## src/rtl/fir_output_buffer.sv

```systemverilog
// rtl/fir_output_buffer.sv - decimating output FIFO behind a fixed-latency FIR filter
module fir_output_buffer #(
    parameter int DATA_WIDTH = 16,
    parameter int LATENCY    = 8,
    parameter int DEPTH      = 8
) (
    input  logic                     clk,
    input  logic                     rst_n,
    input  logic                     x_valid,
    input  logic [DATA_WIDTH-1:0]    y_in,
    input  logic [3:0]               decim,
    input  logic                     flush,
    output logic [DATA_WIDTH-1:0]    out_data,
    output logic                     out_valid,
    input  logic                     out_ready,
    output logic [$clog2(DEPTH):0]   level,
    output logic                     overflow
);

    localparam int AW = $clog2(DEPTH);
    localparam int PW = AW + 1;

    logic [LATENCY-1:0]    tag_q, tag_d;
    logic                  y_tag;
    logic [3:0]            phase_q, phase_d;
    logic [3:0]            period_q, period_d;
    logic                  keep;
    logic [PW-1:0]         wr_ptr_q, wr_ptr_d;
    logic [PW-1:0]         rd_ptr_q, rd_ptr_d;
    logic [PW-1:0]         level_w;
    logic                  full;
    logic                  do_pop;
    logic                  do_push;
    logic                  drop;
    logic                  overflow_q, overflow_d;
    logic [DATA_WIDTH-1:0] mem_q [DEPTH];

    // Delay line tracks which y_in cycles carry a real filter result; flush kills everything in flight
    generate
        if (LATENCY == 1) begin : g_tag1
            assign tag_d = flush ? '0 : x_valid;
        end else begin : g_tagn
            assign tag_d = flush ? '0 : {tag_q[LATENCY-2:0], x_valid};
        end
    endgenerate

    assign y_tag = tag_q[LATENCY-1];

    // Decimation phase: keep on phase 0, latch the period length there so mid-period decim edits wait
    always_comb begin
        phase_d  = phase_q;
        period_d = period_q;
        keep     = 1'b0;
        if (y_tag) begin
            if (phase_q == 4'd0) begin
                keep     = 1'b1;
                period_d = decim;
                phase_d  = (decim == 4'd0) ? 4'd0 : 4'd1;
            end else begin
                phase_d = (phase_q == period_q) ? 4'd0 : phase_q + 4'd1;
            end
        end
        if (flush) begin
            keep    = 1'b0;
            phase_d = 4'd0;
        end
    end

    assign level_w   = wr_ptr_q - rd_ptr_q;
    assign full      = (level_w == PW'(DEPTH));
    assign out_valid = (level_w != '0);
    assign do_pop    = out_valid && out_ready && !flush;
    assign do_push   = keep && (!full || do_pop);
    assign drop      = keep && full && !do_pop;

    // Pointer and sticky-overflow next state; flush empties the FIFO by snapping read onto write
    always_comb begin
        wr_ptr_d   = wr_ptr_q;
        rd_ptr_d   = rd_ptr_q;
        overflow_d = overflow_q | drop;
        if (flush) begin
            rd_ptr_d = wr_ptr_q;
        end else begin
            if (do_push) wr_ptr_d = wr_ptr_q + PW'(1);
            if (do_pop)  rd_ptr_d = rd_ptr_q + PW'(1);
        end
    end

    // Control state registers
    always_ff @(posedge clk or negedge rst_n) begin
        if (!rst_n) begin
            tag_q      <= '0;
            phase_q    <= 4'd0;
            period_q   <= 4'd0;
            wr_ptr_q   <= '0;
            rd_ptr_q   <= '0;
            overflow_q <= 1'b0;
        end else begin
            tag_q      <= tag_d;
            phase_q    <= phase_d;
            period_q   <= period_d;
            wr_ptr_q   <= wr_ptr_d;
            rd_ptr_q   <= rd_ptr_d;
            overflow_q <= overflow_d;
        end
    end

    // Sample storage; cleared on reset so out_data reads zero while held in reset
    always_ff @(posedge clk or negedge rst_n) begin
        if (!rst_n) begin
            for (int i = 0; i < DEPTH; i++) mem_q[i] <= '0;
        end else if (do_push) begin
            mem_q[wr_ptr_q[AW-1:0]] <= y_in;
        end
    end

    assign out_data = mem_q[rd_ptr_q[AW-1:0]];
    assign level    = level_w;
    assign overflow = overflow_q;

endmodule

```

## config.mk

```make
export PLATFORM = sky130hd
export DESIGN_NAME = fir_output_buffer
export DESIGN_NICKNAME = d
export VERILOG_FILES = /design/src/rtl/fir_output_buffer.sv
export SDC_FILE = /design/constraint.sdc
export NUM_CORES = 1
export LEC_CHECK = 0
export ABC_CLOCK_PERIOD_IN_PS = 6800
export CAP_MARGIN = 5
export CELL_PAD_IN_SITES_DETAIL_PLACEMENT = 2
export CELL_PAD_IN_SITES_GLOBAL_PLACEMENT = 2
export CORE_UTILIZATION = 50
export CTS_CLUSTER_DIAMETER = 60
export DETAILED_ROUTE_END_ITERATION = 10
export DONT_BUFFER_PORTS = 1
export PLACE_DENSITY = 0.84
export SYNTH_ARGS = -nofsm -noshare
export SYNTH_HDL_FRONTEND = slang
export SYNTH_SLANG_ARGS = --single-unit
```

## constraint.sdc

```tcl
create_clock -name clk -period 6.8 [get_ports clk]
set_clock_uncertainty 0.15 [all_clocks]
set_input_delay 1.7 -clock clk [delete_from_list [all_inputs] [get_ports clk]]
set_output_delay 1.7 -clock clk [all_outputs]
set_load 0.02 [all_outputs]
```

== Word level (Yosys, flattened, before mapping) ==
Index checks and enable logic that the tools add are counted.
Word-level totals
  register bits after elaboration: 153
  bits in latches: 0
  memory bits (writable): 0
  bits in read-only memories: 0
  input bits: 25
  output and inout bits: 22
  word-level logic and storage cells: 61
  memories kept: 0
Operators by class
  add/sub/neg operators: 4
  multiply operators: 0
  div/mod/pow operators: 0
  magnitude comparators: 3
  equal/unequal tests: 2
  shift-type cells: 0
  multiplexer cells: 17
  bitwise gates (word level): 4
  reductions and logical operators: 17
Operators by type and width (count)
  128-bit bitwise mux: 1
  16-bit binary-select mux with 3-bit select: 1
  16-bit demux with 3-bit select: 1
  16-bit 2-to-1 mux: 3
  4-bit 2-to-1 mux: 6
  4-bit by 1-bit adder with 4-bit output, second input constant: 3
  4-bit greater-or-equal comparator, second input constant: 2
  4-bit zero test: 2
  8-bit 2-to-1 mux: 1
  3-bit NOT with 4-bit output: 2
  1-bit logical AND: 6
  4-bit == test: 1
  4-bit == test, second input constant: 1
  4-bit by 1-bit < comparator with 1-bit output, second input constant: 1
  1-bit 2-to-1 mux: 4
  2-bit AND reduction: 2
  2-bit nonzero test: 2
  4-bit nonzero test: 1
  4-bit subtractor: 1
  1-bit zero test: 3
  1-bit logical OR: 1
  1-bit NOT: 1
  1-bit OR: 1

== Logic depth before layout (Yosys ltp) ==
  depth after elaboration: 7
  mapped depth: 13
  depth with buffers taken out: 9

== Worst setup path before layout ==
No wires, ideal clock.
  path kind: register -> output
  from: reg rd_ptr_q[1]
  to: out out_valid
  arrival: 2.473 ns
  data required time: 4.950 ns
  slack: 2.477 ns
  cell stages (with the launch flop): 8
  buffers on the path: 2
  path through: dfrtp_1 -> clkbuf_1 -> clkbuf_1 -> inv_1 -> fa_1 -> xor2_1 -> or2_2 -> or3_1
Between the ends
  cells in the longest elaborated chain, start to end: 2
Ends and longest elaborated chain
  start, declared: line 29  | logic [PW-1:0] rd_ptr_q, rd_ptr_d;
  start signal, assigned: line 103  | rd_ptr_q <= rd_ptr_d;
  4-bit subtractor: line 69  | assign level_w = wr_ptr_q - rd_ptr_q;
  net level[2]: line 16  | output logic [$clog2(DEPTH):0] level,
  4-bit nonzero test: line 71  | assign out_valid = (level_w != '0);
  end, declared: line 14  | output logic out_valid,
The timed path passes the listed nets, and every way through them passes these cells.

== Final worst setup path ==
  from: reg rd_ptr_q[2]
  to: out out_valid
Same word-level chain as after synthesis.

==> impl_metrics.env <==
export IMPL_synthDistinctLibCells=51
export IMPL_yosysWarnings=0
export IMPL_cp_start_kind="register"
export IMPL_setup_tns_ps=0
export IMPL_crit_path_end_kind="output port"
export IMPL_synth_edf_count=0
export IMPL_drive_gt1_share_pct=40.4
export IMPL_drc=0
export IMPL_cts_resized=0
export IMPL_worstPathArrival_ps=3090
export IMPL_peakVddDrop_mv=0.217
export IMPL_worstPathRequired_ps=4950
export IMPL_slew_headroom_pct=29.5
export IMPL_crit_fanout=18
export IMPL_whs_path_depth=1
export IMPL_htreeDepth=4
export IMPL_holdBufCountCts=0
export IMPL_grt_max_degree=154
export IMPL_chipWidth_um=123
export IMPL_async_flop_share_pct=100
export IMPL_area_growth_pct=8.99
export IMPL_seq_power_share_pct=44.6
export IMPL_diodes=0
export IMPL_pin_count=47
export IMPL_pwr_share_clk_pct=45.0
export IMPL_fill_cells=1224
export IMPL_cts_sinks=153
export IMPL_swShare_pct=24.9
export IMPL_synth_seq_cells=153
export IMPL_final_cell_area_um2=7990
export IMPL_grt_overflow=0
export IMPL_antenna_found_initial=0
export IMPL_cap_violations=0
export IMPL_clkTransAtPathRegs_ps=60
export IMPL_fmax_mhz=202
export IMPL_first_iter_violations=198
export IMPL_fin_crit_ps=4940
export IMPL_drtAntennaViolNets=0
export IMPL_grt_first_pass_wirelength_um=28700
export IMPL_synth_top_area_share_pct=52.2
export IMPL_gp_congestion=0.797
export IMPL_clockBufferDepth=2
export IMPL_initial_core_util_pct=52.0
export IMPL_rsz0062_at_grt="false"
export IMPL_grt_pass1_vias=4775
export IMPL_run_status="finished clean"
export IMPL_clockRootBuffer="clkbuf_16"
export IMPL_die_h_um=123
export IMPL_placed_area_um2=7410
export IMPL_nets=526
export IMPL_synth_nets=529
export IMPL_fin_crit_sh_pct=72.7
export IMPL_first_pass_iters=4
export IMPL_p_switching_mw=0.527
export IMPL_path_class="reg -> out"
export IMPL_hpwl_um=10700
export IMPL_num_vias=4084
export IMPL_synthTopCellsByArea="dfrtp_1, mux2_2, mux4_2"
export IMPL_p_leak_nw=3.99
export IMPL_worst_pin_slew_ps=1060
export IMPL_dieArea_um2=15200
export IMPL_clk_latency_ps=430
export IMPL_num_rows=43
export IMPL_post_cts_setup_buffers=0
export IMPL_hp_class="reg -> reg"
export IMPL_syn_avg_cell_area_um2=14.8
export IMPL_comb_power_share_pct=10.3
export IMPL_yosysSeqAreaShare_pct=52.2
export IMPL_power_density_nw_per_um2=265
export IMPL_wl_um=18400
export IMPL_synthFlopType="dfrtp_1"
export IMPL_numCtsBuffers=17
export IMPL_io_buffers=0
export IMPL_synth_cells=496
export IMPL_finalSetupViolCount=0
export IMPL_synth_top_cell_by_area="dfrtp_1"
export IMPL_synth_area_um2=7330
export IMPL_avgViaCountPerCell=5.96
export IMPL_finalHoldViolCount=0
export IMPL_slew_violations=0
export IMPL_grt_use_total_pct=26.6
export IMPL_core_region_area_um2=14100
export IMPL_routedWlPerCell_um=26.9
export IMPL_p_int_mw=1.59
export IMPL_reg2reg_depth=7
export IMPL_tritoncts="yes"
power by group through the flow:
stage | Clock (mW) | Combinational [mW] | Sequential [mW]
3_5_place_dp | 0 | 0.218 | 0.961
5_1_grt | 1.01 | 0.236 | 0.946
4_1_cts | 0.974 | 0.222 | 0.944
3_3_place_gp | 0 | 0.213 | 0.959
6_report | 0.953 | 0.218 | 0.945
2_1_floorplan | 0 | 0.178 | 0.943
cells in the mapped netlist, types with 2 or more instances:
library cell and number:
a21o_1 3, a21oi_1 6, and3_1 2, buf_2 5
buf_6 8, clkbuf_1 10, clkinv_1 2, dfrtp_1 153
ha_1 7, inv_1 7, mux2_1 2, mux2_2 90
mux2_4 40, mux4_2 32, nand2_1 59, nand3_1 2
nand4_4 3, nor2_1 5, nor2b_1 8, nor3_1 3
o21ai_0 7, or2_2 2, or3_1 3, xnor2_1 8
xor2_1 3
path summary, 6_finish.rpt:
path	startpoint	to	slack [ps]
min reg2reg	tag_q[1]	tag_q[2]	330
min	tag_q[1]	tag_q[2]	330
max in group asynchronous	rst_n	rd_ptr_q[0]	5380
max reg2reg	rd_ptr_q[2]	mem_q[105]	1890
max	rd_ptr_q[2]	out_valid	1860
min in group asynchronous	rst_n	tag_q[0]	820
logic make-up after synthesis:
group	count (synthesis)	synth area share, %
muxes	164	32.1
DFF	153	52.2
and+or+nand+nor	98	7.47
buffers and inverters	35	2.97
AOI/OAI and AO/OA	27	2.44
xor gates and xnor gates	11	1.31
adders and majority gates	8	1.47
stage by stage:
stage	worst slack, ps	cells	utilization, %	hold slack (ps)	power, mW
6_report	1860	685	56.7	327	2.12
5_1_grt	1660	685	56.7	360	2.19
4_1_cts	1860	685	56.7	336	2.14
3_5_place_dp	1890	654	52.5	314	1.18
3_3_place_gp	2170	654	52.5	294	1.17
2_1_floorplan	2480	496	-	289	1.12
placed cells by master, fill, tap and decap left out, drive strengths merged, types with 4 or more instances in the layout:
cell type,count
dfrtp,153
a21oi,6
clkinv,7
nor2b,8
mux2,132
inv,7
nand4,4
nor2,5
xnor2,8
o21ai,7
mux4,32
clkbuf,22
ha,7
buf,4
nand2,59
routing by layer:
layer | GRT usage (%) | vias up | share of wire (%)
met2 | 45.4 | 57 | 51
met4 | 8.13 | 0 | 1.5
met1 | 33.8 | 2218 | 44
met3 | 6.13 | 25 | 3.2
met5 | 0 | - | 0
li1 | - | 1784 | -
state kept, by name (all words and copies together), names as in the netlist:
register	cells
tag_q	8
rd_ptr_q	4
wr_ptr_q	4
overflow	1
mem_q	128
period_q	4
phase_q	4
critical path: stages (launching register included):
cell and delay [ps]:
dfrtp_1 930, clkinv_1 250, ha_1 410, xor2_1 260, or2_2 370, or3_1 450
cell type report:
type / instances / area, µm² / area share, %
Timing Repair Buffer: 4 / 30.0 / 0.376
Clock buffer: 22 / 464 / 5.81
Clock inverter: 9 / 123 / 1.53
Tap cell: 180 / 225 / 2.82
Multi-Input combinational cell: 308 / 3290 / 41.1
Inverter: 9 / 33.8 / 0.423
Sequential cell: 153 / 3830 / 47.9
(Power assumes the default switching activity.)
